$ cat src/rtl/if_stage_if.sv
// Instruction-memory fetch bus shared by the fetch stage and instruction memory.
//   master (fetch stage): drives Imem_req_o / Imem_addr_o, receives grant and in-order responses.
//   slave  (memory)     : receives requests, drives Imem_gnt_i / Imem_rvalid_i / Imem_rdata_i.
// A request handshakes when Imem_req_o & Imem_gnt_i are both high at a rising clock edge.
// Responses arrive strictly in request order, at least one cycle after the grant.
interface if_stage_if;
  logic        Imem_req_o;
  logic [31:0] Imem_addr_o;
  logic        Imem_gnt_i;
  logic        Imem_rvalid_i;
  logic [31:0] Imem_rdata_i;

  modport master (
    output Imem_req_o,
    output Imem_addr_o,
    input  Imem_gnt_i,
    input  Imem_rvalid_i,
    input  Imem_rdata_i
  );

  modport slave (
    input  Imem_req_o,
    input  Imem_addr_o,
    output Imem_gnt_i,
    output Imem_rvalid_i,
    output Imem_rdata_i
  );
endinterface

$ cat src/rtl/if_stage.sv
// Instruction Fetch stage.
// Owns the PC, issues in-order requests on the imem bus, buffers responses in a small FIFO and
// presents one instruction per cycle (or a bubble) to decode. Decode jumps and EX branches
// redirect the PC; responses still in flight at a redirect are counted and dropped on arrival.
//
// Ports:
//   Clk, Reset            clock (rising edge), asynchronous active-high reset
//   imem                  if_stage_if.master: Imem_req_o/Imem_addr_o out, gnt/rvalid/rdata in
//   Stall_data_hazard     decode stalled: hold all outputs
//   Inst_jump             decode holds JAL/JALR, target on Src_jump_target_i
//   Branch_taken_i        EX taken branch, target on Src_branch_target_i (wins over jump)
//   Instruction           instruction to decode (NOP_INST when bubble)
//   Src_pc_o              PC of Instruction
//   IF_tracker            8-bit sequence tag, increments per delivered instruction
//   Inst_valid_o          1 = real instruction, 0 = bubble
//   Perf_fetch_o          delivered instruction count
//   Perf_flush_o          redirect count
//
// Configuration macro: IF_PERF_CNT_EN. When defined, Perf_fetch_o/Perf_flush_o are 32-bit
// wrapping counters; otherwise both ports are tied to zero and no counter flops exist.
module if_stage #(
  parameter logic [31:0] RESET_PC   = 32'h0000_0000,
  parameter int unsigned FIFO_DEPTH = 2,
  parameter logic [31:0] NOP_INST   = 32'h0000_0013
) (
  input  logic              Clk,
  input  logic              Reset,
  if_stage_if.master        imem,
  input  logic              Stall_data_hazard,
  input  logic              Inst_jump,
  input  logic [31:0]       Src_jump_target_i,
  input  logic              Branch_taken_i,
  input  logic [31:0]       Src_branch_target_i,
  output logic [31:0]       Instruction,
  output logic [31:0]       Src_pc_o,
  output logic [7:0]        IF_tracker,
  output logic              Inst_valid_o,
  output logic [31:0]       Perf_fetch_o,
  output logic [31:0]       Perf_flush_o
);

  localparam int unsigned PW = (FIFO_DEPTH > 1) ? $clog2(FIFO_DEPTH) : 1;
  localparam int unsigned CW = $clog2(FIFO_DEPTH + 1);

  function automatic logic [PW-1:0] ptr_inc(input logic [PW-1:0] p);
    if (p == PW'(FIFO_DEPTH - 1)) begin
      return '0;
    end
    return p + PW'(1);
  endfunction

  // State
  logic [31:0]   pc_q, pc_d;
  logic [CW-1:0] outst_q, outst_d;
  logic [CW-1:0] drop_q, drop_d;
  logic [CW-1:0] fcnt_q, fcnt_d;
  logic [PW-1:0] tag_wr_q, tag_rd_q;
  logic [PW-1:0] f_wr_q, f_rd_q, f_wr_d, f_rd_d;
  logic [31:0]   tag_mem  [FIFO_DEPTH];
  logic [31:0]   fpc_mem  [FIFO_DEPTH];
  logic [31:0]   fdat_mem [FIFO_DEPTH];

  logic [31:0]   inst_q, inst_d;
  logic [31:0]   src_pc_q, src_pc_d;
  logic [7:0]    tracker_q, tracker_d;
  logic          valid_q, valid_d;

  // Control
  logic          redir;
  logic [31:0]   redir_target;
  logic [CW:0]   occupancy;
  logic          req;
  logic          hs;
  logic          rsp;
  logic          push;
  logic          pop;

  always_comb begin
    redir        = Branch_taken_i | (Inst_jump & ~Stall_data_hazard);
    redir_target = Branch_taken_i ? Src_branch_target_i : Src_jump_target_i;
    // Outstanding plus buffered must stay within FIFO_DEPTH so every response has a slot.
    occupancy    = {1'b0, outst_q} + {1'b0, fcnt_q};
    req          = ~Reset & ~redir & (occupancy < (CW + 1)'(FIFO_DEPTH));
    hs           = req & imem.Imem_gnt_i;
    rsp          = imem.Imem_rvalid_i;
    push         = rsp & (drop_q == '0) & ~redir;
    // Pop only from entries pushed in an earlier cycle (no same-cycle bypass).
    pop          = ~redir & ~Stall_data_hazard & (fcnt_q != '0);
  end

  assign imem.Imem_req_o  = req;
  assign imem.Imem_addr_o = pc_q;

  always_comb begin
    pc_d    = pc_q;
    outst_d = outst_q + CW'(hs) - CW'(rsp);
    drop_d  = drop_q;
    fcnt_d  = fcnt_q;
    f_wr_d  = f_wr_q;
    f_rd_d  = f_rd_q;

    if (redir) begin
      pc_d   = redir_target;
      // Everything still in flight after this cycle belongs to the wrong path.
      drop_d = outst_q - CW'(rsp);
      fcnt_d = '0;
      f_wr_d = '0;
      f_rd_d = '0;
    end else begin
      if (hs) begin
        pc_d = pc_q + 32'd4;
      end
      if (rsp && (drop_q != '0)) begin
        drop_d = drop_q - CW'(1);
      end
      fcnt_d = fcnt_q + CW'(push) - CW'(pop);
      if (push) begin
        f_wr_d = ptr_inc(f_wr_q);
      end
      if (pop) begin
        f_rd_d = ptr_inc(f_rd_q);
      end
    end
  end

  always_comb begin
    inst_d    = inst_q;
    src_pc_d  = src_pc_q;
    tracker_d = tracker_q;
    valid_d   = valid_q;
    if (redir) begin
      inst_d  = NOP_INST;
      valid_d = 1'b0;
    end else if (!Stall_data_hazard) begin
      if (pop) begin
        inst_d    = fdat_mem[f_rd_q];
        src_pc_d  = fpc_mem[f_rd_q];
        tracker_d = tracker_q + 8'd1;
        valid_d   = 1'b1;
      end else begin
        inst_d  = NOP_INST;
        valid_d = 1'b0;
      end
    end
  end

  always_ff @(posedge Clk or posedge Reset) begin
    if (Reset) begin
      pc_q      <= RESET_PC;
      outst_q   <= '0;
      drop_q    <= '0;
      fcnt_q    <= '0;
      tag_wr_q  <= '0;
      tag_rd_q  <= '0;
      f_wr_q    <= '0;
      f_rd_q    <= '0;
      inst_q    <= NOP_INST;
      src_pc_q  <= '0;
      tracker_q <= '0;
      valid_q   <= 1'b0;
    end else begin
      pc_q      <= pc_d;
      outst_q   <= outst_d;
      drop_q    <= drop_d;
      fcnt_q    <= fcnt_d;
      f_wr_q    <= f_wr_d;
      f_rd_q    <= f_rd_d;
      inst_q    <= inst_d;
      src_pc_q  <= src_pc_d;
      tracker_q <= tracker_d;
      valid_q   <= valid_d;
      // The PC tag queue tracks every in-flight request, including ones marked for dropping,
      // so it is never flushed by a redirect.
      if (hs) begin
        tag_wr_q <= ptr_inc(tag_wr_q);
      end
      if (rsp) begin
        tag_rd_q <= ptr_inc(tag_rd_q);
      end
    end
  end

  // Storage arrays carry no reset; pointers and counts define what is live.
  always_ff @(posedge Clk) begin
    if (hs) begin
      tag_mem[tag_wr_q] <= pc_q;
    end
    if (push) begin
      fpc_mem[f_wr_q]  <= tag_mem[tag_rd_q];
      fdat_mem[f_wr_q] <= imem.Imem_rdata_i;
    end
  end

  assign Instruction  = inst_q;
  assign Src_pc_o     = src_pc_q;
  assign IF_tracker   = tracker_q;
  assign Inst_valid_o = valid_q;

`ifdef IF_PERF_CNT_EN
  logic [31:0] perf_fetch_q;
  logic [31:0] perf_flush_q;

  always_ff @(posedge Clk or posedge Reset) begin
    if (Reset) begin
      perf_fetch_q <= '0;
      perf_flush_q <= '0;
    end else begin
      if (pop) begin
        perf_fetch_q <= perf_fetch_q + 32'd1;
      end
      if (redir) begin
        perf_flush_q <= perf_flush_q + 32'd1;
      end
    end
  end

  assign Perf_fetch_o = perf_fetch_q;
  assign Perf_flush_o = perf_flush_q;
`else
  assign Perf_fetch_o = 32'd0;
  assign Perf_flush_o = 32'd0;
`endif

endmodule
$ cat src/flat_wrapper.sv
// flat-port wrapper written by rule: the top's interface ports become plain ports
module if_stage_flat 
#(
  parameter logic [31:0] RESET_PC   = 32'h0000_0000,
  parameter int unsigned FIFO_DEPTH = 2,
  parameter logic [31:0] NOP_INST   = 32'h0000_0013
)
  (Clk, Reset, Stall_data_hazard, Inst_jump, Src_jump_target_i, Branch_taken_i, Src_branch_target_i, Instruction, Src_pc_o, IF_tracker, Inst_valid_o, Perf_fetch_o, Perf_flush_o, imem_Imem_req_o, imem_Imem_addr_o, imem_Imem_gnt_i, imem_Imem_rvalid_i, imem_Imem_rdata_i);
  if_stage_if imem_i ();
  input  logic Clk;
  input  logic Reset;
  input  logic Stall_data_hazard;
  input  logic Inst_jump;
  input  logic [31:0] Src_jump_target_i;
  input  logic Branch_taken_i;
  input  logic [31:0] Src_branch_target_i;
  output logic [31:0] Instruction;
  output logic [31:0] Src_pc_o;
  output logic [7:0] IF_tracker;
  output logic Inst_valid_o;
  output logic [31:0] Perf_fetch_o;
  output logic [31:0] Perf_flush_o;
  output wire logic [$bits(imem_i.Imem_req_o)-1:0] imem_Imem_req_o;
  output wire logic [$bits(imem_i.Imem_addr_o)-1:0] imem_Imem_addr_o;
  input wire logic [$bits(imem_i.Imem_gnt_i)-1:0] imem_Imem_gnt_i;
  input wire logic [$bits(imem_i.Imem_rvalid_i)-1:0] imem_Imem_rvalid_i;
  input wire logic [$bits(imem_i.Imem_rdata_i)-1:0] imem_Imem_rdata_i;
  assign imem_Imem_req_o = imem_i.Imem_req_o;
  assign imem_Imem_addr_o = imem_i.Imem_addr_o;
  assign imem_i.Imem_gnt_i = imem_Imem_gnt_i;
  assign imem_i.Imem_rvalid_i = imem_Imem_rvalid_i;
  assign imem_i.Imem_rdata_i = imem_Imem_rdata_i;
  if_stage #(.RESET_PC(RESET_PC), .FIFO_DEPTH(FIFO_DEPTH), .NOP_INST(NOP_INST)) u_core (.Clk(Clk), .Reset(Reset), .imem(imem_i), .Stall_data_hazard(Stall_data_hazard), .Inst_jump(Inst_jump), .Src_jump_target_i(Src_jump_target_i), .Branch_taken_i(Branch_taken_i), .Src_branch_target_i(Src_branch_target_i), .Instruction(Instruction), .Src_pc_o(Src_pc_o), .IF_tracker(IF_tracker), .Inst_valid_o(Inst_valid_o), .Perf_fetch_o(Perf_fetch_o), .Perf_flush_o(Perf_flush_o));
endmodule
$ cat config.mk
export PLATFORM = sky130hd
export DESIGN_NAME = if_stage_flat
export DESIGN_NICKNAME = d
export VERILOG_FILES = /design/src/rtl/if_stage_if.sv /design/src/rtl/if_stage.sv /design/src/flat_wrapper.sv
export SDC_FILE = /design/constraint.sdc
export NUM_CORES = 1
export LEC_CHECK = 0
export CORE_MARGIN = 3
export CORE_UTILIZATION = 53
export CTS_BUF_LIST = sky130_fd_sc_hd__clkbuf_8
export CTS_CLUSTER_DIAMETER = 30
export DETAILED_ROUTE_END_ITERATION = 16
export PLACE_DENSITY = 0.86
export SLEW_MARGIN = 30
export SYNTH_ARGS = -nofsm -noshare
export SYNTH_HDL_FRONTEND = slang
export SYNTH_SLANG_ARGS = --single-unit
$ cat constraint.sdc
create_clock -name Clk -period 7.84 [get_ports Clk]
set_clock_uncertainty 0.2 [all_clocks]
set_input_delay 1.568 -clock Clk [delete_from_list [all_inputs] [get_ports Clk]]
set_output_delay 1.568 -clock Clk [all_outputs]
set_load 0.02 [all_outputs]
==> impl_metrics.json, run 1 <==
{
  "dpl_cell_area_um2": 14740,
  "fin_crit_sh_pct": 72.41,
  "drive_gt1_share_pct": 11.38,
  "rsz0062_at_grt": "no",
  "drv_cap": 0,
  "postCtsSetupBuffers": 0,
  "max_stage_delay_ps": 700,
  "slowest_stage": "nand2b_1",
  "cp_max_fo": 15,
  "syn_inst": 910,
  "core_um2": 22980,
  "wl_per_cell_um": 19.09,
  "endpoint_kind": "primary output",
  "fillers": 1544,
  "synth_edf_count": 192,
  "diodes": 0,
  "path_class": "in2out",
  "dp.final_hpwl_um": 18940,
  "drt_iter0_drc": 647,
  "cp.arrival_ps": 3910,
  "setup_viol": 0,
  "netlist_area_um2": 12550,
  "max_freq_mhz": 176.1,
  "ys_seq_elements": 307,
  "netlist_top_cells_area": "edfxtp_1 (46%), dfrtp_1 (22%), mux2i_1 (5.6%)",
  "num_io_pins": 273,
  "port_buffers": 208,
  "grt_pass1_wl_um": 44510,
  "first_pass_iters": 5,
  "detail-route-antenna-nets": 0,
  "critPathRequiredTime_ps": 6070,
  "cp_top_family": "buffers and inverters",
  "vias": 7907,
  "yosysSeqAreaShare_pct": 68.90,
  "power.density_nw_per_um2": 273.4,
  "min_period_ps": 5677,
  "path_buf_inv": 2,
  "ys_async_sr_fraction_pct": 37.46,
  "crit_path_start_kind": "primary input",
  "ir_drop_uv": 146.2,
  "syn_avg_cell_area_um2": 13.79,
  "yosysUniqueCellTypes": 48,
  "cts_buffers": 53,
  "antenna_found_initial": 0,
  "final_nets": 1253,
  "grt_remaining_overflow": 0,
  "synth_top_area_cell": "edfxtp_1",
  "rows": 55,
  "cts_tree": "built",
  "synth_ff_type": "edfxtp_1",
  "final_util_pct": 69.34,
  "tns_ps": 0,
  "grt_pass1_vias": 8011,
  "slew_headroom_pct": 35.22,
  "avgViaCountPerCell": 5.275,
  "die-area_um2": 25560,
  "multi_input_comb_area_um2": 3451,
  "dpl.cell_count": 1400,
  "hold_violations": 0,
  "grt_max_degree": 70,
  "h-tree-depth": 2,
  "worst-path-stages": 5,
  "drc": 0,
  "root_buffer": "clkbuf_8",
  "stdcell_area_um2": 15940,
  "slew_viol_final": 0,
  "die_w_um": 159.9,
  "reg2reg_depth": 7,
  "syn2layout_area_growth_pct": 26.99,
  "die_y_um": 159.9,
  "whs_path_depth": 2,
  "yosysWarningCount": 0,
  "status": "completed",
  "gp_congestion": 0.8160,
  "initial_core_util_pct": 54.61,
  "p_leak_nw": 5.954,
  "ctsHoldBuffers": 0,
  "grtUsageTotal_pct": 22.12,
  "synth_top_area_share_pct": 45.94,
  "clkSinkCount": 307,
  "max_slew.worst_pin.slew_ps": 958.2,
  "insertion_delay_ps": 570,
  "cts.clk_slew.worst_paths_ps": 50,
  "routed_wirelength_um": 28610,
  "seq_area_um2": 8651,
  "hp-class": "reg2reg",
  "crit_chain": "clkdlybuf4s50_1 -> nand2b_1 -> nand2b_1 -> nor4_1 -> clkdlybuf4s50_1",
  "cts_resized": 0,
  "ctsLongestPathBuffers": 3,
  "final_cells": 1499
}
[routing by layer]
layer	global-route usage (%)	share of wire, %	up-vias
met2	36.77	50	353
met4	8.323	3.0	0
met3	4.202	7.0	48
met5	0	0	-
li1	-	-	3632
met1	29.28	40	3874
[sequential cells by signal (all words and copies together), names as in the netlist]
name and count:
u_core.IF_tracker 8, u_core.Inst_valid_o 1, u_core.Instruction 32, u_core.Src_pc_o 32, u_core.drop_q 2, u_core.f_rd_q 1
u_core.f_wr_q 1, u_core.fcnt_q 2, u_core.fdat_mem 64, u_core.fpc_mem 64, u_core.imem.Imem_addr_o 32, u_core.outst_q 2
u_core.tag_mem 64, u_core.tag_rd_q 1, u_core.tag_wr_q 1
[where the power goes]
part	internal (W)	switching, W	leakage [nW]
Sequential	0.00191	0.000114	3.21
Combinational	0.000341	0.000405	2.10
Clock	0.000958	0.000633	0.648
Total	0.00321	0.00115	5.95
[metrics by stage]
stage                     hold WS (ps)  total power (W)  worst slack, ps
after floorplan                  256.3         0.002465            449.9
after global placement           258.3         0.002766             2311
after detailed placement         269.4         0.002794             2153
after CTS                        281.1         0.004387             2140
after global routing             293.4         0.004529             1989
final                            274.3         0.004357             2163
[final cells by class]
type / instances / share of cell area (%)
repair buffers: 222 / 13.71
clock buffers: 59 / 5.095
inverters: 17 / 0.4161
clock inverters: 40 / 2.387
flip-flops and latches: 307 / 54.28
multi-input cells: 541 / 21.65
well taps: 313 / 2.457
[kinds of logic after synthesis]
| group | Yosys count | synth area share [%] |
|---|---|---|
| compound gates | 113 | 5.314 |
| xor+xnor | 40 | 2.791 |
| fa+ha+maj | 8 | 0.8573 |
| buf+inv | 125 | 5.712 |
| flops | 307 | 68.90 |
| mux | 102 | 8.454 |
| other cells | 1 | 0.02988 |
| simple gates | 214 | 7.945 |
[layout by cell type (no fill, tap or decap), drive strengths merged, types with 2 or more instances in the layout]
| master | count |
|---|---|
| clkbuf | 59 |
| a21oi | 11 |
| bufinv | 8 |
| dfrtp | 112 |
| edfxtp | 192 |
| o21ai | 71 |
| buf | 15 |
| xnor2 | 21 |
| or4 | 4 |
| nor2 | 20 |
| conb | 64 |
| inv | 32 |
| a221oi | 6 |
| and2 | 3 |
| nand3 | 15 |
| mux2 | 32 |
| mux2i | 70 |
| a211oi | 7 |
| nand2 | 111 |
| or3 | 3 |
| or2 | 2 |
| xor2 | 19 |
| nand2b | 4 |
| nor4 | 6 |
| nand4 | 11 |
| a31oi | 3 |
| o31ai | 2 |
| nor3 | 17 |
| clkinvlp | 2 |
| dfstp | 3 |
| nor2b | 10 |
| and3 | 4 |
| o221ai | 9 |
| clkdlybuf4s50 | 207 |
| ha | 7 |
| clkinv | 15 |
[worst min-delay path, cell delays in order, from the launching register on]
cell and delay, ps:
dfrtp_1 340, nand2_1 40, o21ai_0 60
[final timing paths]
| kind | from | to | slack [ps] |
|---|---|---|---|
| worst max-delay path | Stall_data_hazard | imem_Imem_req_o | 2160 |
| worst min register to register | u_core.Instruction[6] | u_core.Instruction[6] | 270 |
| min in group asynchronous | Reset | u_core.imem.Imem_addr_o[17] | 1360 |
| worst min-delay path | u_core.Instruction[6] | u_core.Instruction[6] | 270 |
| worst max register to register | u_core.outst_q[0] | u_core.tag_mem[1][7] | 3930 |
| max in group asynchronous | Reset | u_core.f_rd_q | 4890 |
[Yosys cell counts (all sizes together), types with 2 or more instances]
cell type,number
edfxtp,192
dfrtp,112
nand2,111
o21ai,71
buf,70
mux2i,70
clkbuf,38
mux2,32
xnor2,21
nor2,20
xor2,19
nor3,17
inv,16
nand3,15
a21oi,11
nand4,11
nor2b,10
o221ai,9
a211oi,7
ha,7
a221oi,6
nor4,6
and3,4
nand2b,4
or4,4
a31oi,3
and2,3
dfstp,3
or3,3
o31ai,2
or2,2
Power figures use the tool's default switching activity.
==> run 2: changes to the inputs <==
Settings changed: CORE_UTILIZATION 53 to 47, PLACE_DENSITY 0.86 to 0.81.
Clock period 7.84 ns to 5.1 ns, I/O delays scaled along.
==> impl_metrics.json, run 2 (same netlist as run 1, synthesis figures left out) <==
{
  "dp_slack_ps": 877.5,
  "detail-route-antenna-nets": 0,
  "drc": 0,
  "crit_path_start_kind": "primary input",
  "p_leak_nw": 6.015,
  "h-tree-depth": 2,
  "cp_max_fo": 15,
  "core_um2": 26130,
  "top_regs": "u_core.fdat_mem: 64 flops, u_core.fpc_mem: 64 flops, u_core.tag_mem: 64 flops",
  "grt_pass1_vias": 7961,
  "routed_wirelength_um": 28800,
  "root_buffer": "clkbuf_8",
  "hold_start": "u_core.Src_pc_o[6]",
  "drv_cap": 0,
  "vias": 7957,
  "dr_wl_met2_um": 14040,
  "initial_core_util_pct": 48.03,
  "reg2reg_from": "u_core.fcnt_q[1]",
  "die-area_um2": 28700,
  "power.density_nw_per_um2": 419.9,
  "grt_max_degree": 84,
  "ctsHoldBuffers": 0,
  "cts_buffers": 57,
  "wl_met3_um": 2003,
  "cts.clk_slew.worst_paths_ps": 50,
  "num_io_pins": 273,
  "avgViaCountPerCell": 5.184,
  "ctsLongestPathBuffers": 3,
  "dpl.cell_count": 1427,
  "slew_viol_final": 0,
  "reg2reg_depth": 6,
  "dp.final_hpwl_um": 19020,
  "cts_tree": "built",
  "min_period_ps": 4219,
  "die_y_um": 169.4,
  "endpoint_kind": "primary output",
  "grtUsageTotal_pct": 19.51,
  "rsz0062_at_grt": "no",
  "top_layer": "met4",
  "slew_headroom_pct": 36.95,
  "diodes": 0,
  "cp_top_family": "buffers and inverters",
  "crit_chain": "clkdlybuf4s50_1 -> nand2b_1 -> buf_4 -> nand2b_1 -> nor4_1 -> clkdlybuf4s50_1",
  "hp-class": "reg2reg",
  "clkSinkCount": 307,
  "rows": 59,
  "layout_common_cells": "clkdlybuf4s50_1 (207), edfxtp_1 (192), nand2_1 (111), dfrtp_1 (111), o21ai_0 (71)",
  "max_stage_delay_ps": 690,
  "wl_met1_um": 11710,
  "setup_viol": 0,
  "fillers": 1974,
  "hold_violations": 0,
  "crit_path_start": "Stall_data_hazard",
  "status": "completed",
  "path_class": "in2out",
  "setup_ws_ps": 881.2,
  "max_slew.worst_pin.slew_ps": 945.7,
  "path_buf_inv": 3,
  "gp_congestion": 0.8423,
  "whs_path_depth": 2,
  "drive_gt1_share_pct": 12.83,
  "antenna_found_initial": 0,
  "max_freq_mhz": 237.0,
  "final_cells": 1535,
  "grt_remaining_overflow": 0,
  "port_buffers": 208,
  "cts_resized": 0,
  "grt_pass1_wl_um": 43660,
  "drt_iter0_drc": 689,
  "worst-path-stages": 6,
  "postCtsSetupBuffers": 0,
  "tns_ps": 0,
  "ir_drop_uv": 176.3,
  "slowest_stage": "clkdlybuf4s50_1",
  "layout_commonest_cell": "clkdlybuf4s50_1",
  "wl_per_cell_um": 18.76,
  "fin_crit_sh_pct": 82.72,
  "first_pass_iters": 5,
  "insertion_delay_ps": 600,
  "die_w_um": 169.4,
  "syn2layout_area_growth_pct": 27.96,
  "critPathRequiredTime_ps": 3880,
  "cp.arrival_ps": 3000,
  "final_nets": 1262
}
## run 2: path summary, 6_finish.rpt
path	to	slack, ps
max in group asynchronous	u_core.imem.Imem_addr_o[6]	3040
worst min register to register	u_core.Src_pc_o[6]	270
worst max register to register	u_core.imem.Imem_addr_o[31]	1610
min in group asynchronous	u_core.outst_q[1]	840
worst max-delay path	imem_Imem_req_o	880
worst min-delay path	u_core.Src_pc_o[6]	270
## run 2: final cells by class
class,count,area [µm²],share of cell area [%]
Inverter,17,68.82,0.4285
Clock inverter,46,396.6,2.470
Sequential cell,307,8651,53.86
Multi-Input combinational cell,541,3452,21.49
Clock buffer,62,853.3,5.313
Timing Repair Buffer,227,2220,13.82
Tap cell,335,419.2,2.610
## run 2: where the power goes
part	internal (W)	switching, W	total (W)	leakage (nW)
Clock	0.00145	0.00104	0.00249	0.683
Combinational	0.000526	0.000628	0.00115	2.12
Sequential	0.00293	0.000170	0.00310	3.21
## run 2: per-layer routing
metal / up-vias / track usage (%)
met5: - / 0
met4: 0 / 8.144
met3: 64 / 3.960
met2: 350 / 32.23
met1: 3874 / 25.43
li1: 3669 / -
## run 2: stage by stage
step | total power (W) | util (%) | hold slack [ps] | cell area (µm²)
floorplan | 0.003788 | - | 256.3 | 12790
global placement | 0.004266 | 56.67 | 259.5 | 14810
detailed placement | 0.004300 | 56.67 | 269.2 | 14810
CTS | 0.006801 | 61.46 | 276.9 | 16060
global route | 0.007017 | 61.46 | 297.7 | 16060
finish | 0.006743 | 61.46 | 272.2 | 16060
## run 2: tightest hold or removal path: cells and delay by family (launching register included)
family,cells,cell delay (ps)
flops,1,340
compound gates,1,60
simple gates,1,40
